$ cat src/rtl/lsu_mem_initiator_if.sv
// Request/response and data-memory signal bundle for lsu_mem_initiator.
// slave = the initiator itself; master = pipeline plus memory side.
interface lsu_mem_initiator_if #(
  parameter int DATA_WIDTH = 32
);
  logic                  req_valid_i;
  logic                  req_ready_o;
  logic                  req_we_i;
  logic [1:0]            req_size_i;
  logic                  req_unsigned_i;
  logic [DATA_WIDTH-1:0] req_addr_i;
  logic [DATA_WIDTH-1:0] req_wdata_i;
  logic                  resp_valid_o;
  logic [DATA_WIDTH-1:0] resp_rdata_o;
  logic                  resp_err_o;
  logic                  mem_we_o;
  logic                  mem_byte_op_o;
  logic [DATA_WIDTH-1:0] mem_addr_o;
  logic [DATA_WIDTH-1:0] mem_wd_o;
  logic [DATA_WIDTH-1:0] mem_rd_i;

  modport slave (
    input  req_valid_i, req_we_i, req_size_i, req_unsigned_i, req_addr_i, req_wdata_i,
    output req_ready_o,
    output resp_valid_o, resp_rdata_o, resp_err_o,
    output mem_we_o, mem_byte_op_o, mem_addr_o, mem_wd_o,
    input  mem_rd_i
  );

  modport master (
    output req_valid_i, req_we_i, req_size_i, req_unsigned_i, req_addr_i, req_wdata_i,
    input  req_ready_o,
    input  resp_valid_o, resp_rdata_o, resp_err_o,
    input  mem_we_o, mem_byte_op_o, mem_addr_o, mem_wd_o,
    output mem_rd_i
  );
endinterface

$ cat src/rtl/lsu_mem_initiator.sv
// RV32 load/store initiator: splits B/H/W accesses into word or byte beats on a word/byte memory.
// Optional macro LSU_MISALIGN_TRAP_EN: misaligned halves/words return an error instead of being split.
module lsu_mem_initiator #(
  parameter int DATA_WIDTH = 32,
  parameter int BYTE_WIDTH = 8
) (
  input  logic              clk_i,
  input  logic              rst_i,
  lsu_mem_initiator_if.slave bus
);
  localparam int NBYTES = DATA_WIDTH / BYTE_WIDTH;
  localparam int BEAT_W = $clog2(NBYTES);

  localparam logic [1:0] SIZE_B = 2'b00;
  localparam logic [1:0] SIZE_H = 2'b01;
  localparam logic [1:0] SIZE_W = 2'b10;
  localparam logic [1:0] SIZE_X = 2'b11;

  typedef enum logic [1:0] {IDLE, ACCESS, RESP} state_e;

  state_e                state_q, state_d;
  logic                  we_q, we_d;
  logic [1:0]            size_q, size_d;
  logic                  uns_q, uns_d;
  logic                  err_q, err_d;
  logic [DATA_WIDTH-1:0] wdata_q, wdata_d;
  logic [DATA_WIDTH-1:0] asm_q, asm_d;
  logic [DATA_WIDTH-1:0] mem_addr_q, mem_addr_d;
  logic [DATA_WIDTH-1:0] mem_wd_q, mem_wd_d;
  logic                  mem_byte_op_q, mem_byte_op_d;
  logic [BEAT_W-1:0]     beat_q, beat_d;
  logic [BEAT_W-1:0]     last_q, last_d;
  logic [BEAT_W-1:0]     beat_nxt;
  logic                  misaligned;
  logic                  word_beat;
  logic                  trap;
  logic [DATA_WIDTH-1:0] rdata_ext;

  always_comb begin
    misaligned = 1'b0;
    case (bus.req_size_i)
      SIZE_H:  misaligned = bus.req_addr_i[0];
      SIZE_W:  misaligned = |bus.req_addr_i[1:0];
      default: misaligned = 1'b0;
    endcase
  end

  assign word_beat = (bus.req_size_i == SIZE_W) && !misaligned;

`ifdef LSU_MISALIGN_TRAP_EN
  assign trap = misaligned;
`else
  assign trap = 1'b0;
`endif

  always_comb begin
    state_d       = state_q;
    we_d          = we_q;
    size_d        = size_q;
    uns_d         = uns_q;
    err_d         = err_q;
    wdata_d       = wdata_q;
    asm_d         = asm_q;
    mem_addr_d    = mem_addr_q;
    mem_wd_d      = mem_wd_q;
    mem_byte_op_d = mem_byte_op_q;
    beat_d        = beat_q;
    last_d        = last_q;
    beat_nxt      = beat_q + BEAT_W'(1);

    case (state_q)
      IDLE: begin
        if (bus.req_valid_i) begin
          we_d    = bus.req_we_i;
          size_d  = bus.req_size_i;
          uns_d   = bus.req_unsigned_i;
          wdata_d = bus.req_wdata_i;
          beat_d  = '0;
          asm_d   = '0;
          if ((bus.req_size_i == SIZE_X) || trap) begin
            err_d   = 1'b1;
            state_d = RESP;
          end else begin
            err_d         = 1'b0;
            state_d       = ACCESS;
            mem_addr_d    = bus.req_addr_i;
            mem_byte_op_d = !word_beat;
            mem_wd_d      = word_beat ? bus.req_wdata_i
                          : {{(DATA_WIDTH-BYTE_WIDTH){1'b0}}, bus.req_wdata_i[BYTE_WIDTH-1:0]};
            case (bus.req_size_i)
              SIZE_B:  last_d = '0;
              SIZE_H:  last_d = BEAT_W'(1);
              default: last_d = word_beat ? '0 : BEAT_W'(NBYTES-1);
            endcase
          end
        end
      end

      ACCESS: begin
        if (!we_q) begin
          if (mem_byte_op_q) asm_d[int'(beat_q)*BYTE_WIDTH +: BYTE_WIDTH] = bus.mem_rd_i[BYTE_WIDTH-1:0];
          else               asm_d = bus.mem_rd_i;
        end
        if (beat_q == last_q) begin
          state_d = RESP;
        end else begin
          // Pre-load the next beat so the memory outputs come straight from flops.
          beat_d     = beat_nxt;
          mem_addr_d = mem_addr_q + DATA_WIDTH'(1);
          mem_wd_d   = {{(DATA_WIDTH-BYTE_WIDTH){1'b0}}, wdata_q[int'(beat_nxt)*BYTE_WIDTH +: BYTE_WIDTH]};
        end
      end

      RESP:    state_d = IDLE;
      default: state_d = IDLE;
    endcase
  end

  always_comb begin
    case (size_q)
      SIZE_B:  rdata_ext = {{(DATA_WIDTH-BYTE_WIDTH){asm_q[BYTE_WIDTH-1] & ~uns_q}},
                            asm_q[BYTE_WIDTH-1:0]};
      SIZE_H:  rdata_ext = {{(DATA_WIDTH-2*BYTE_WIDTH){asm_q[2*BYTE_WIDTH-1] & ~uns_q}},
                            asm_q[2*BYTE_WIDTH-1:0]};
      default: rdata_ext = asm_q;
    endcase
  end

  assign bus.req_ready_o   = (state_q == IDLE);
  assign bus.mem_we_o      = (state_q == ACCESS) && we_q;
  assign bus.mem_byte_op_o = mem_byte_op_q;
  assign bus.mem_addr_o    = mem_addr_q;
  assign bus.mem_wd_o      = mem_wd_q;
  assign bus.resp_valid_o  = (state_q == RESP);
  assign bus.resp_err_o    = (state_q == RESP) && err_q;
  assign bus.resp_rdata_o  = ((state_q == RESP) && !we_q && !err_q) ? rdata_ext : '0;

  always_ff @(posedge clk_i) begin
    if (rst_i) begin
      state_q       <= IDLE;
      we_q          <= 1'b0;
      size_q        <= '0;
      uns_q         <= 1'b0;
      err_q         <= 1'b0;
      wdata_q       <= '0;
      asm_q         <= '0;
      mem_addr_q    <= '0;
      mem_wd_q      <= '0;
      mem_byte_op_q <= 1'b0;
      beat_q        <= '0;
      last_q        <= '0;
    end else begin
      state_q       <= state_d;
      we_q          <= we_d;
      size_q        <= size_d;
      uns_q         <= uns_d;
      err_q         <= err_d;
      wdata_q       <= wdata_d;
      asm_q         <= asm_d;
      mem_addr_q    <= mem_addr_d;
      mem_wd_q      <= mem_wd_d;
      mem_byte_op_q <= mem_byte_op_d;
      beat_q        <= beat_d;
      last_q        <= last_d;
    end
  end
endmodule

$ cat src/flat_wrapper.sv
// flat-port wrapper written by rule: the top's interface ports become plain ports
module lsu_mem_initiator_flat 
#(
  parameter int DATA_WIDTH = 32,
  parameter int BYTE_WIDTH = 8
)
  (clk_i, rst_i, bus_req_valid_i, bus_req_we_i, bus_req_size_i, bus_req_unsigned_i, bus_req_addr_i, bus_req_wdata_i, bus_req_ready_o, bus_resp_valid_o, bus_resp_rdata_o, bus_resp_err_o, bus_mem_we_o, bus_mem_byte_op_o, bus_mem_addr_o, bus_mem_wd_o, bus_mem_rd_i);
  lsu_mem_initiator_if #(.DATA_WIDTH(DATA_WIDTH)) bus_i ();
  input  logic clk_i;
  input  logic rst_i;
  input wire logic [$bits(bus_i.req_valid_i)-1:0] bus_req_valid_i;
  input wire logic [$bits(bus_i.req_we_i)-1:0] bus_req_we_i;
  input wire logic [$bits(bus_i.req_size_i)-1:0] bus_req_size_i;
  input wire logic [$bits(bus_i.req_unsigned_i)-1:0] bus_req_unsigned_i;
  input wire logic [$bits(bus_i.req_addr_i)-1:0] bus_req_addr_i;
  input wire logic [$bits(bus_i.req_wdata_i)-1:0] bus_req_wdata_i;
  output wire logic [$bits(bus_i.req_ready_o)-1:0] bus_req_ready_o;
  output wire logic [$bits(bus_i.resp_valid_o)-1:0] bus_resp_valid_o;
  output wire logic [$bits(bus_i.resp_rdata_o)-1:0] bus_resp_rdata_o;
  output wire logic [$bits(bus_i.resp_err_o)-1:0] bus_resp_err_o;
  output wire logic [$bits(bus_i.mem_we_o)-1:0] bus_mem_we_o;
  output wire logic [$bits(bus_i.mem_byte_op_o)-1:0] bus_mem_byte_op_o;
  output wire logic [$bits(bus_i.mem_addr_o)-1:0] bus_mem_addr_o;
  output wire logic [$bits(bus_i.mem_wd_o)-1:0] bus_mem_wd_o;
  input wire logic [$bits(bus_i.mem_rd_i)-1:0] bus_mem_rd_i;
  assign bus_i.req_valid_i = bus_req_valid_i;
  assign bus_i.req_we_i = bus_req_we_i;
  assign bus_i.req_size_i = bus_req_size_i;
  assign bus_i.req_unsigned_i = bus_req_unsigned_i;
  assign bus_i.req_addr_i = bus_req_addr_i;
  assign bus_i.req_wdata_i = bus_req_wdata_i;
  assign bus_req_ready_o = bus_i.req_ready_o;
  assign bus_resp_valid_o = bus_i.resp_valid_o;
  assign bus_resp_rdata_o = bus_i.resp_rdata_o;
  assign bus_resp_err_o = bus_i.resp_err_o;
  assign bus_mem_we_o = bus_i.mem_we_o;
  assign bus_mem_byte_op_o = bus_i.mem_byte_op_o;
  assign bus_mem_addr_o = bus_i.mem_addr_o;
  assign bus_mem_wd_o = bus_i.mem_wd_o;
  assign bus_i.mem_rd_i = bus_mem_rd_i;
  lsu_mem_initiator #(.DATA_WIDTH(DATA_WIDTH), .BYTE_WIDTH(BYTE_WIDTH)) u_core (.clk_i(clk_i), .rst_i(rst_i), .bus(bus_i));
endmodule
$ cat config.mk
export PLATFORM = sky130hd
export DESIGN_NAME = lsu_mem_initiator_flat
export DESIGN_NICKNAME = d
export VERILOG_FILES = /design/src/rtl/lsu_mem_initiator_if.sv /design/src/rtl/lsu_mem_initiator.sv /design/src/flat_wrapper.sv
export SDC_FILE = /design/constraint.sdc
export NUM_CORES = 1
export LEC_CHECK = 0
export ABC_AREA = 1
export CORE_MARGIN = 2
export CORE_UTILIZATION = 53
export CTS_CLUSTER_DIAMETER = 80
export DETAILED_ROUTE_END_ITERATION = 8
export GPL_ROUTABILITY_DRIVEN = 0
export MAX_ROUTING_LAYER = met4
export PLACE_DENSITY = 0.87
export SLEW_MARGIN = 20
export SYNTH_ARGS = -nofsm -noshare
export SYNTH_HDL_FRONTEND = slang
export SYNTH_SLANG_ARGS = --single-unit
$ cat constraint.sdc
create_clock -name clk_i -period 3.4 [get_ports clk_i]
set_input_delay 0.85 -clock clk_i [delete_from_list [all_inputs] [get_ports clk_i]]
set_output_delay 0.85 -clock clk_i [all_outputs]
set_load 0.01 [all_outputs]
==> reports/qor.yml, run 1 <==
setup_path:
  cp_max_fo: 16
  critPathKind: "register to output port"
  critPathRequiredTime_ns: 2.55
  endpoint_kind: "output port"
  r2r-start: "u_core.state_q[0]$_SDFFE_PP0P_"
  rrSetupSlack_ns: 0.88
  cp.arrival_ns: 2.33
  reg2reg_to: "u_core.bus.mem_wd_o[2]$_SDFFE_PP0P_"
  worstSetupStartpointType: "register"
  reg2regPathDepth: 7
sta:
  fin_ws_ns: 0.2169
  slew-limit-headroom: 0.4165
  holdWs_ns: 0.4466
  tightest_slew_ns: 0.8753
  fin_skew_ns: 0.006176
  finalSetupTns_ns: 0
  period_minus_slack_ns: 3.183
  rsz0062_at_grt: "false"
  period_share: 0.9362
  drv_slew: 0
  max_freq_mhz: 314.2
  hold_violations: 0
  setup_viol: 0
final_layout:
  ff_latch_area_um2: 2803
  layout.nets: 1398
  final_common_cell: "nand2_1"
  n_antenna_cell: 0
  syn2layout_area_growth_pct: 35.30
  drive_gt1_frac: 0.05624
  n_fill_cell: 1129
  final_cell_mix: "nand2_1, clkdlybuf4s50_1, nor2_1"
  stdcell_count: 1478
  finish.utilization: 0.7264
  design_area_um2: 9966
  multiInputGateArea_um2: 3896
clock_network:
  root_buffer: "clkbuf_16"
  cts_resized: 0
  cts_tree: "built"
  cts_max_level: 4
  post_cts_buffers: 0
  cts_buffer_depth: 2
  clk_pin_slew_ns: 0.06
  hold_buffers: 0
  clock_latency_ns: 0.43
  cts.sinks: 140
  cts_made_buffers: 17
synthesis:
  synth_nets: 1233
  syn_area_per_cell_um2: 6.577
  synth_top_area_frac: 0.3805
  yosys_warnings: 0
  yosysTopAreaCell: "dfxtp_1"
  ys_seq_elements: 140
  syn_inst: 1120
  syn_area_um2: 7366
  synth_cell_types: 35
  synth_area_leaders: "dfxtp_1, nand2_1, a21oi_1"
  synth-seq-area-share: 0.3805
job:
  drv_cap: 0
global_routing:
  grt_pass1_wl_mm: 34.87
  grt_usage: 0.3027
  grt_pass1_vias: 7192
  overflow: 0
  antenna_found_initial: 0
  grt_start_max_net_pins: 80
routing:
  drt_iter0_markers: 739
  drc: 0
  drt_pass1_iterations: 6
  wl_per_cell_um: 14.92
  routed_wl_mm: 22.05
  routed_via_density: 5.484
  vias: 8105
  ant_nets: 0
placed_design:
  io_buffer_count: 203
  dp_slack_ns: 0.4784
  dp_hpwl_mm: 15.56
  dp.cells: 1446
  dpl_cell_area_um2: 9394
min_path:
  worstHoldPathType: "register to register"
  whs_endpoint: "u_core.wdata_q[17]$_SDFFE_PP0P_"
  hold_depth: 2
  hp-start: "u_core.wdata_q[17]$_SDFFE_PP0P_"
die:
  core_area_um2: 13720
  die_x_um: 121.9
  io_pins: 204
  dieHeight_um: 121.9
  start_util: 0.5369
  die_area_um2: 14860
  rows: 43
power:
  finalPower_mw: 4.703
  cellLeakagePower_nw: 3.529
  peakVddDrop_v: 0.0002908
  cellPowerDensity_nw_per_um2: 471.9
run_status:
  status: "finished clean"
registers in the layout, summed over array words and instances (netlist names), 2 cells and up:
signal / count
u_core.bus.mem_wd_o: 32
u_core.wdata_q: 32
u_core.asm_q: 32
u_core.size_q: 2
u_core.bus.mem_addr_o: 32
u_core.last_q: 2
u_core.beat_q: 2
u_core.state_q: 2
per-layer routing:
| layer | share of wire | routed length, µm | vias up | track usage |
|---|---|---|---|---|
| li1 | - | - | 4034 | - |
| met1 | 0.43 | 9458 | 3655 | 0.3787 |
| met2 | 0.46 | 10190 | 366 | 0.4731 |
| met3 | 0.081 | 1785 | 50 | 0.07210 |
| met4 | 0.028 | 614 | 0 | 0.1200 |
| met5 | 0 | 0 | - | - |
critical path, cell delays in order (launching register included):
cell             delay (ns)
dfxtp_1                0.36
inv_2                  0.06
nor2_1                 0.12
inv_1                  0.07
nor3_1                 0.28
nand2_2                0.26
a21oi_1                0.19
clkdlybuf4s50_1        0.56
cells in the mapped netlist:
cell       number
nand2_1       257
nor2_1        147
dfxtp_1       140
a21oi_1       136
o21ai_0       124
inv_1          86
nand3_1        55
clkbuf_1       35
nand4_1        27
buf_2          25
a31oi_1        10
ha_1           10
nor2_2          8
inv_2           6
o21a_1          6
a211oi_2        5
o31ai_1         5
a211oi_1        4
buf_6           4
nand3b_1        4
nor3_1          4
a22oi_1         3
buf_4           3
o21ai_2         2
o21ai_4         2
o22ai_1         2
xnor2_1         2
nand2_2         1
nand2_4         1
nor2_4          1
nor3b_1         1
o21a_2          1
o2bb2ai_1       1
or2_0           1
or2_2           1
how the worst max path moves through the flow:
| stage | startpoint | endpoint | depth (start not counted) |
|---|---|---|---|
| CTS | u_core.size_q[0]$_SDFFE_PP0P_ | bus_resp_rdata_o[18] | 6 |
| floorplan | u_core.state_q[1]$_SDFFE_PP0P_ | bus_resp_rdata_o[14] | 7 |
| finish | u_core.state_q[1]$_SDFFE_PP0P_ | bus_resp_rdata_o[18] | 7 |
| global route | u_core.state_q[1]$_SDFFE_PP0P_ | bus_resp_rdata_o[18] | 7 |
| global placement | u_core.size_q[0]$_SDFFE_PP0P_ | bus_resp_rdata_o[16] | 6 |
| detailed placement | bus_req_size_i[0] | u_core.bus.mem_addr_o[25]$_SDFFE_PP0P_ | 10 |
cells by family (layout without fill, tap and decap cells):
kind of cell | Yosys count | count (layout) | synth area share
adders and majority gates | 10 | 10 | 0.01699
AOI/OAI and AO/OA | 301 | 301 | 0.2229
DFF | 140 | 140 | 0.3805
and+or+nand+nor | 508 | 508 | 0.2864
xor gates and xnor gates | 2 | 2 | 0.002379
buffers and inverters | 159 | 337 | 0.09088
where the power goes:
group | internal [mW] | switching (mW) | leakage (nW) | total, mW
Clock | 1.05 | 0.739 | 0.276 | 1.78
Combinational | 0.436 | 0.579 | 2.11 | 1.02
Sequential | 1.78 | 0.119 | 1.15 | 1.90
Total | 3.27 | 1.44 | 3.53 | 4.70
cell type report:
cell class / instances / area share
clock inverter: 13 / 0.01168
sequential: 140 / 0.2812
tap: 180 / 0.02260
inverter: 92 / 0.03465
multi-input combinational: 821 / 0.3910
timing repair buffer: 213 / 0.2134
clock buffer: 19 / 0.04545
No activity file was read; power rests on OpenSTA's default activity.
==> run 2, diff against run 1 <==
--- a/config.mk
+++ b/config.mk
@@ -5,9 +5,7 @@
 export SDC_FILE = /design/constraint.sdc
 export NUM_CORES = 1
 export LEC_CHECK = 0
-export ABC_AREA = 1
-export CORE_MARGIN = 2
-export CORE_UTILIZATION = 53
+export CORE_UTILIZATION = 52
 export CTS_CLUSTER_DIAMETER = 80
 export DETAILED_ROUTE_END_ITERATION = 8
 export GPL_ROUTABILITY_DRIVEN = 0
==> reports/qor.yml, run 2 <==
final_layout:
  final_cell_mix: "clkdlybuf4s50_1, dfxtp_1, nand2_1"
  final_common_cell: "clkdlybuf4s50_1"
  drive_gt1_frac: 0.07729  # +0.02105
  finish.utilization: 0.7337  # +0.007330
  n_antenna_cell: 0  # unchanged
  syn2layout_area_growth_pct: 38.22
  layout.nets: 1148  # -18%
die:
  io_pins: 204  # unchanged
  rows: 42  # -2.3%
  die_area_um2: 13930  # -6.2%
  start_util: 0.5308  # -0.006061
  core_area_um2: 13190  # -3.9%
  die_x_um: 118.0  # -3.2%
  dieHeight_um: 118.0  # -3.2%
synthesis:
  synth_flop_cell: "dfxtp_1"
  yosysTopAreaCell: "dfxtp_1"
  yosys_warnings: 0  # unchanged
  synth_cell_types: 65  # +86%
  synth_fa_ha_area_frac: 0.01787  # +0.0008833
  syn_inst: 863  # -23%
  synthMuxAreaShare: 0.03002  # +0.03002
  synth_nets: 976  # -21%
  syn_area_per_cell_um2: 8.113  # +23%
  ys_seq_elements: 140  # unchanged
  synthXorXnorAreaFrac: 0.003574  # +0.001196
  async_flop_share: 0  # unchanged
  syn_area_um2: 7002  # -4.9%
  synth_compound_area_frac: 0.2461  # +0.02320
  synthSimpleGateAreaFrac: 0.2402  # -0.04622
  synth_top_area_frac: 0.4003  # +0.01979
  post-synth-top-count-cell: "dfxtp_1"
  synth_area_leaders: "dfxtp_1, nand2_1, a21oi_1"
  synth-edff-count: 0  # unchanged
  synth-seq-area-share: 0.4003  # +0.01979
  synth_top_family_by_area: "compound AO/OA/AOI/OAI gates"
  synth_top_cells_by_count: "dfxtp_1, nand2_1, a21oi_1, nor2_1, a22oi_1"
power:
  power.share.sequential: 0.411  # +0.006
  power_frac_clock: 0.410  # +0.031
  peakVddDrop_v: 0.0003303  # +14%
  p_int_mw: 3.285  # +0.60%
  swShare: 0.2789  # -0.02668
  p_switching_mw: 1.271  # -12%
  cellLeakagePower_nw: 3.491  # -1.1%
  pwr-share-comb: 0.179  # -0.037
  cellPowerDensity_nw_per_um2: 470.8  # -0.24%
  finalPower_mw: 4.556  # -3.1%
setup_path:
  endpoint_kind: "output port"
  worstSetupStartpointType: "register"
  cpMaxStageDelayCell: "or4b_2"
  cp.arrival_ns: 2.46  # +0.13 ns
  critPathKind: "register to output port"
  cp_max_fo: 12  # -4
  slowest_delay_ns: 0.81  # +0.25 ns
  path_cells: "or4b_2 -> a21oi_1 -> clkdlybuf4s50_1"
  critPathRequiredTime_ns: 2.55  # about the same
global_routing:
  grt_pass1_wl_mm: 34.64  # -0.67%
  grt_use_met1: 0.3931  # +0.01445
  top_usage_layer: "met2"
  overflow: 0  # unchanged
  grt_usage: 0.3199  # +0.01721
  gr-usage-met3: 0.07074  # -0.001361
  antenna_found_initial: 0  # unchanged
  grtUsageMet2: 0.5066  # +0.03350
  grt_start_max_net_pins: 73  # -8.8%
  grt_pass1_vias: 6973  # -3.0%
routing:
  drt_pass1_iterations: 6  # unchanged
  vias: 7360  # -9.2%
  wl_per_cell_um: 17.54  # +18%
  ant_nets: 0  # unchanged
  routed_wl_mm: 21.47  # -2.7%
  drt_iter0_markers: 854  # +16%
  drc: 0  # unchanged
  routed_via_density: 6.013  # +9.7%
sta:
  finalSetupTns_ns: 0  # unchanged
  slew-limit-headroom: 0.3273  # -0.08915
  max_freq_mhz: 302.0  # -3.9%
  period_share: 0.9739  # +0.03764
  period_minus_slack_ns: 3.311  # +0.1280 ns
  hold_violations: 0  # unchanged
  setup_viol: 0  # unchanged
  drv_slew: 0  # unchanged
  fin_skew_ns: 0.006281  # +0.0001058 ns
  tightest_slew_ns: 1.005  # +0.1300 ns
  rsz0062_at_grt: "false"
clock_network:
  clk_pin_slew_ns: 0.06  # about the same
  root_buffer: "clkbuf_16"
  cts_max_level: 4  # unchanged
  cts_tree: "built"
  cts.sinks: 140  # unchanged
  cts_made_buffers: 17  # unchanged
  clock_latency_ns: 0.43  # about the same
  cts_buffer_depth: 2  # unchanged
  post_cts_buffers: 0  # unchanged
run_status:
  status: "finished clean"
placed_design:
  dp_hpwl_mm: 14.79  # -5.0%
  io_buffer_count: 203  # unchanged
job:
  drv_cap: 0  # unchanged
min_path:
  worstHoldPathType: "register to register"
[run 2: cell count changes after synthesis, moves of 11 or more]
cell / change
nand2_1: -123
inv_1: -59
nor2_1: -67
and2_1: +16
nand3_1: -21
a22o_1: +15
nand4_1: -13
a311oi_1: +11
a21oi_1: -42
o21ai_0: -99
a22oi_1: +45
[run 2: cell families (layout without fill, tap and decap cells)]
group                    after synthesis  after routing
multiplexers                          11             11
AO/OA/AOI/OAI                        264            264
adder cells (fa/ha/maj)               10             10
XOR/XNOR                               2              2
AND/OR/NAND/NOR                      341            341
buffers and inverters                 95            280
flip-flops                           140            140
[run 2: path summary, 6_finish.rpt]
kind                            startpoint                                     end  slack [ns]  cells past startpoint
max          u_core.size_q[1]$_SDFFE_PP0P_                    bus_resp_rdata_o[10]        0.09                      3
min          u_core.asm_q[29]$_SDFFE_PP0P_           u_core.asm_q[29]$_SDFFE_PP0P_        0.45                      2
max reg2reg  u_core.beat_q[0]$_SDFFE_PP0P_  u_core.bus.mem_addr_o[21]$_SDFFE_PP0P_        0.62                      6
min reg2reg  u_core.asm_q[29]$_SDFFE_PP0P_           u_core.asm_q[29]$_SDFFE_PP0P_        0.45                      2
[run 2: power groups by stage]
stage	sequential (mW)	combinational, mW	clock [mW]
after global placement	1.90	0.791	0
after CTS	1.87	0.810	1.88
after floorplan	1.89	0.426	0
after detailed placement	1.90	0.804	0
final	1.87	0.815	1.87
after global routing	1.89	0.882	1.95
[run 2: through the flow]
step           worst slack (ns)  hold WS [ns]  instance area, µm²  cells
6_report                0.08889        0.4534                9678   1224
5_1_grt                 0.01236        0.4722                9678   1224
3_5_place_dp            0.07628        0.4468                9084   1192
4_1_cts                 0.08143        0.4552                9678   1224
3_3_place_gp             0.2452        0.4392                9084   1192
2_1_floorplan            0.9737        0.4331                7002    863
[run 2: layout make-up]
cell class / instances / area (µm²)
clock buffer: 24 / 481.7
clock inverter: 8 / 108.9
fill: 993 / 3512
inverter: 27 / 101.3
multi-input combinational: 628 / 3786
sequential: 140 / 2803
tap: 176 / 220.2
timing repair buffer: 221 / 2177
[run 2: timing repair]
action	in CTS	in global routing
gates resized for setup	1	0
hold buffers	0	0
endpoints found under the setup margin	16	0
[run 2: worst max-delay path: cells and delay by family, from the launching register on]
kind                   cells  cell delay (ns)
DFF                        1             0.47
buffers and inverters      1             0.56
and+or+nand+nor            1             0.81
AOI/OAI and AO/OA          1             0.20
[run 2: per-layer routing]
metal	routed length (µm)	vias to the layer above	share of wire
met5	0	-	0
met3	1922	52	0.090
li1	-	3469	-
met4	561	0	0.026
met1	8782	3443	0.41
met2	10200	396	0.48
